## src/rtl/uart_prog_loader.sv

```systemverilog
// uart_prog_loader
//   Receives a program image over an 8N1 UART line and writes it byte by
//   byte into the CPU's program RAM. The CPU is held halted for the length
//   of a load.
//   Frame on the line: SYNC, DEPTH data bytes, then one checksum byte equal
//   to the 8-bit sum of the data bytes.
//
// Ports
//   clk      system clock
//   rst      synchronous, active-high reset
//   rx       UART receive line (asynchronous, idle high)
//   wr_en    one-cycle RAM write strobe
//   wr_addr  RAM write address (holds its value while wr_en is low)
//   wr_data  RAM write data (holds its value while wr_en is low)
//   halt     high while a load is in progress
//   done     one-cycle pulse when a load finishes with a good checksum
//   err      sticky error flag; cleared by rst or by the next SYNC byte
module uart_prog_loader #(
    parameter int          CLK_HZ       = 27000000,
    parameter int          BAUD         = 115200,
    parameter int          DEPTH        = 16,
    parameter logic [7:0]  SYNC         = 8'hA5,
    parameter int          TIMEOUT_CLKS = 2700000
) (
    input  logic                     clk,
    input  logic                     rst,
    input  logic                     rx,
    output logic                     wr_en,
    output logic [$clog2(DEPTH)-1:0] wr_addr,
    output logic [7:0]               wr_data,
    output logic                     halt,
    output logic                     done,
    output logic                     err
);

    localparam int DIV = CLK_HZ / BAUD;
    localparam int AW  = $clog2(DEPTH);
    localparam int CW  = $clog2(DIV) + 1;
    localparam int TW  = $clog2(TIMEOUT_CLKS + 1);

    typedef enum logic [1:0] {RX_IDLE, RX_START, RX_DATA, RX_STOP} rx_state_t;
    typedef enum logic [1:0] {IDLE, DATA, CHECK} ld_state_t;

    // ---------------- rx synchronizer ----------------
    logic rx_meta, rxs;

    always_ff @(posedge clk) begin
        if (rst) begin
            rx_meta <= 1'b1;
            rxs     <= 1'b1;
        end else begin
            rx_meta <= rx;
            rxs     <= rx_meta;
        end
    end

    // ---------------- UART receiver ----------------
    rx_state_t     rx_q, rx_d;
    logic [CW-1:0] cnt;
    logic [2:0]    bit_idx;
    logic [7:0]    shreg;
    logic          byte_valid, frame_err;
    logic          half_hit, full_hit;

    assign half_hit = (cnt == CW'(DIV / 2 - 1));
    assign full_hit = (cnt == CW'(DIV - 1));

    always_comb begin
        rx_d = rx_q;
        case (rx_q)
            RX_IDLE:  if (!rxs) rx_d = RX_START;
            // A start bit that is high again at mid-bit was a glitch.
            RX_START: if (half_hit) rx_d = rxs ? RX_IDLE : RX_DATA;
            RX_DATA:  if (full_hit && bit_idx == 3'd7) rx_d = RX_STOP;
            RX_STOP:  if (full_hit) rx_d = RX_IDLE;
            default:  rx_d = RX_IDLE;
        endcase
    end

    always_ff @(posedge clk) begin
        if (rst) begin
            rx_q       <= RX_IDLE;
            cnt        <= '0;
            bit_idx    <= '0;
            shreg      <= '0;
            byte_valid <= 1'b0;
            frame_err  <= 1'b0;
        end else begin
            rx_q       <= rx_d;
            byte_valid <= 1'b0;
            frame_err  <= 1'b0;
            case (rx_q)
                RX_IDLE: begin
                    cnt     <= '0;
                    bit_idx <= '0;
                end
                RX_START: cnt <= half_hit ? '0 : cnt + CW'(1);
                RX_DATA: begin
                    if (full_hit) begin
                        cnt     <= '0;
                        shreg   <= {rxs, shreg[7:1]};
                        bit_idx <= bit_idx + 3'd1;
                    end else begin
                        cnt <= cnt + CW'(1);
                    end
                end
                RX_STOP: begin
                    if (full_hit) begin
                        cnt        <= '0;
                        byte_valid <= rxs;
                        frame_err  <= ~rxs;
                    end else begin
                        cnt <= cnt + CW'(1);
                    end
                end
                default: cnt <= '0;
            endcase
        end
    end

    // ---------------- loader FSM ----------------
    ld_state_t     st_q, st_d;
    logic [AW-1:0] addr;
    logic [7:0]    sum;
    logic [TW-1:0] tmo;
    logic          timeout, abort;

    assign timeout = (st_q != IDLE) && !byte_valid && (tmo == TW'(TIMEOUT_CLKS - 1));
    assign abort   = (st_q != IDLE) && (frame_err || timeout);

    always_comb begin
        st_d = st_q;
        case (st_q)
            IDLE:  if (byte_valid && shreg == SYNC) st_d = DATA;
            DATA: begin
                if (abort)                                        st_d = IDLE;
                else if (byte_valid && addr == AW'(DEPTH - 1))    st_d = CHECK;
            end
            CHECK: if (abort || byte_valid) st_d = IDLE;
            default: st_d = IDLE;
        endcase
    end

    always_ff @(posedge clk) begin
        if (rst) begin
            st_q    <= IDLE;
            wr_en   <= 1'b0;
            wr_addr <= '0;
            wr_data <= '0;
            halt    <= 1'b0;
            done    <= 1'b0;
            err     <= 1'b0;
            addr    <= '0;
            sum     <= '0;
            tmo     <= '0;
        end else begin
            st_q  <= st_d;
            wr_en <= 1'b0;
            done  <= 1'b0;
            if (st_q == IDLE) begin
                if (byte_valid && shreg == SYNC) begin
                    halt <= 1'b1;
                    err  <= 1'b0;
                    addr <= '0;
                    sum  <= '0;
                    tmo  <= '0;
                end
            end else if (abort) begin
                err  <= 1'b1;
                halt <= 1'b0;
            end else if (byte_valid) begin
                tmo <= '0;
                if (st_q == DATA) begin
                    // A SYNC value here is ordinary program data.
                    wr_en   <= 1'b1;
                    wr_addr <= addr;
                    wr_data <= shreg;
                    sum     <= sum + shreg;
                    addr    <= addr + AW'(1);
                end else begin
                    if (shreg == sum) done <= 1'b1;
                    else              err  <= 1'b1;
                    halt <= 1'b0;
                end
            end else begin
                tmo <= tmo + TW'(1);
            end
        end
    end

endmodule
```

## config.mk

```make
export PLATFORM = sky130hd
export DESIGN_NAME = uart_prog_loader
export DESIGN_NICKNAME = d
export VERILOG_FILES = /design/src/rtl/uart_prog_loader.sv
export SDC_FILE = /design/constraint.sdc
export NUM_CORES = 1
export LEC_CHECK = 0
export CAP_MARGIN = 10
export CORE_MARGIN = 3
export CORE_UTILIZATION = 45
export DETAILED_ROUTE_END_ITERATION = 10
export SKIP_CTS_REPAIR_TIMING = 1
export SYNTH_ARGS = -nofsm -noshare
export SYNTH_HDL_FRONTEND = slang
export SYNTH_SLANG_ARGS = --single-unit
```

## constraint.sdc

```tcl
create_clock -name clk -period 5.1 [get_ports clk]
set_input_delay 1.02 -clock clk [delete_from_list [all_inputs] [get_ports clk]]
set_output_delay 1.02 -clock clk [all_outputs]
set_load 0.05 [all_outputs]
```

==> summary.txt <==
GRT Overall Usage - 0.175
Hold depth - 1
Post-synth EDFFs - 0
Max-cap violations - 0
Async set-reset flop share out of synthesis - 0
Worst R2R Path Depth - 5
Syn_nets - 453
RSZ-0062 raised after global routing - false
Tcrit/Tclk final - 0.502
Final TNS setup - 0 ps
Ys Warns - 0
Final core utilization - 0.525
Seq/Total Area, Yosys - 0.419
Die H - 97.1 um
Reg2reg end - tmo[18]
CP Max Fanout - 36
Number of H-tree levels - 3
DRC Markers - 0
First-pass GRT wire length - 13800 um
WL final - 8060 um
Root Driver - clkbuf_8
P&R area growth vs syn - 10.9%
Initial DRT Pass Iterations - 4
Setup violators final - 0
Worst skew pair latency - 340 ps
Number of global-route vias before repair - 2878
Cells after Synth - 435
Fin cells - 553
Status - complete, no violations
Share of layout cells above drive strength 1 - 0.0576
Antenna viol nets, final - 0
RD Place Congestion - 0.833
Register bit total from synthesis - 78
Synthesized area per cell - 8.58 um^2
Core Rows - 32
Setup CP Type - in -> reg
Worst Max-Slew Pin Slew - 943 ps
Leakage - 1.48 nW
TritonCTS clock tree - yes
Largest net degree at the start of global routing - 37
Num CTS Buffers - 9
Vias/cell - 5.72
Post-Place Cells - 537
Crit path DAT - 2840 ps
Antenna violations before repair - 0
Hold Startpoint - rx_meta
Ports - 19
Clock transition at path regs - 70 ps
Die width - 97.1 um
PortBufs - 18
Core area - 0.00789 mm^2
CP Launch Type - input pin
Vias - 3164
Max VDD drop - 0.142 mV
DRT iter0 DRCs - 146
R2r setup slk - 2570 ps
Worst Hold Class - reg -> reg
Placed wire-length estimate - 5520 um
Nets@finish - 464
Pins Over Slew Limit - 0
Final min period - 2560 ps
Clock Skews - 12.1 ps
Final hold violation count - 0
Worst setup EP type - register
Worst hold endpoint - rxs
Max Root-Sink Buffers - 2
Power Dens Cells - 249 mW/mm^2
Clock sinks - 78
Distinct cell type count after synthesis - 52
Fillers - 776
N_diodes - 0
Hold Slack - 419 ps
CP required - 5380 ps
Post-synth top flop - dfxtp_1
Die area - 0.00942 mm^2
Grt total ovfl - 0
Worst slew margin - 0.367
Reg-to-Reg Start - shreg[5]
Synth Cell Area - 0.00373 mm^2
Per-cell routed wire length - 14.6 um
F_max - 391 MHz
Initial Util - 0.473
[worst max path at each step]
stage	depth (start not counted)	endpoint	slack, ps	startpoint
global route	5	tmo[18]	2410	shreg[5]
floorplan	7	tmo[6]	2860	rst
detailed placement	7	sum[4]	2220	rst
CTS	1	wr_addr[2]	2540	wr_addr[2]
global placement	7	sum[2]	2270	rst
finish	7	sum[3]	2540	rst
[metrics by stage]
step | setup slack [ps] | cell area, um^2 | power, mW
3_3_place_gp | 2270 | 3970 | 0.642
4_1_cts | 2540 | 4140 | 1.05
2_1_floorplan | 2860 | 3730 | 0.637
6_report | 2540 | 4140 | 1.03
5_1_grt | 2410 | 4140 | 1.08
3_5_place_dp | 2220 | 3970 | 0.642
[area by class of cell]
cell class / instances / area, um^2 / area share
repair buffers: 20 / 195 / 0.0472
well taps: 102 / 128 / 0.0308
multi-input cells: 326 / 2050 / 0.494
inverters: 11 / 41.3 / 0.00998
flip-flops and latches: 78 / 1560 / 0.377
clock inverters: 4 / 22.5 / 0.00544
clock buffers: 12 / 145 / 0.0351
[worst max-delay path, stage by stage]
cell	delay [ps]
clkdlybuf4s50_1	390
buf_4	250
inv_1	130
o41ai_1	80
buf_4	170
nor2_1	530
a22o_1	250
[state kept, by name (all words and copies together), names as in the netlist, named ones only]
register / count
cnt: 9
sum: 8
addr: 4
err: 1
shreg: 8
byte_valid: 1
tmo: 22
rx_meta: 1
frame_err: 1
halt: 1
wr_addr: 4
st_q: 2
rxs: 1
rx_q: 1
wr_data: 8
wr_en: 1
done: 1
bit_idx: 3
[Yosys cell counts (all sizes together), types with 3 or more instances]
cell | count | share of area
o21ai | 18 | 0.024
nand3 | 24 | 0.032
clkbuf | 19 | 0.019
a31oi | 3 | 0.0067
dfxtp | 78 | 0.42
inv | 11 | 0.011
nand4 | 5 | 0.0084
nor2 | 30 | 0.030
or2 | 4 | 0.0074
nand2 | 50 | 0.050
a22oi | 4 | 0.0080
nor4 | 5 | 0.012
a21o | 3 | 0.0060
xnor2 | 7 | 0.016
nor2b | 3 | 0.0050
and4 | 6 | 0.014
o31ai | 4 | 0.0080
xor2 | 7 | 0.016
mux2i | 6 | 0.016
a21oi | 45 | 0.061
nor3 | 8 | 0.011
a211oi | 3 | 0.0060
o2111ai | 4 | 0.0094
or3 | 20 | 0.034
nor4b | 7 | 0.016
a22o | 8 | 0.019
ha | 14 | 0.047
or4 | 5 | 0.010
and3 | 8 | 0.013
[cell usage in the layout (no fill, tap or decap), types with 10 or more instances in the layout]
cell type / n
a21oi_1: 44
clkbuf_8: 10
clkdlybuf4s50_1: 18
dfxtp_1: 78
ha_1: 14
inv_1: 11
nand2_1: 50
nand3_1: 24
nor2_1: 30
o21ai_0: 18
or3_1: 20
[power by group]
group	switching [mW]	internal (mW)
sequential	0.00129	0.610
combinational	0.0116	0.00554
clock	0.214	0.188
[per-layer routing]
metal  part of all wire  vias to the layer above  global-route usage  wire (um)
met3              0.039                        5              0.0503        315
met5                  0                        -                   0          0
met4             0.0063                        0              0.0475         51
li1                   -                     1610                   -          -
met2               0.46                       54               0.273       3670
met1               0.50                     1495               0.237       4020
[cell families after synthesis]
| kind of cell | synth area share |
|---|---|
| and+or+nand+nor | 0.273 |
| muxes | 0.0191 |
| adders and majority gates | 0.0523 |
| buffers and inverters | 0.0332 |
| AOI/OAI and AO/OA | 0.171 |
| DFF | 0.419 |
| xor gates and xnor gates | 0.0329 |
No activity file was read; power rests on OpenSTA's default activity.
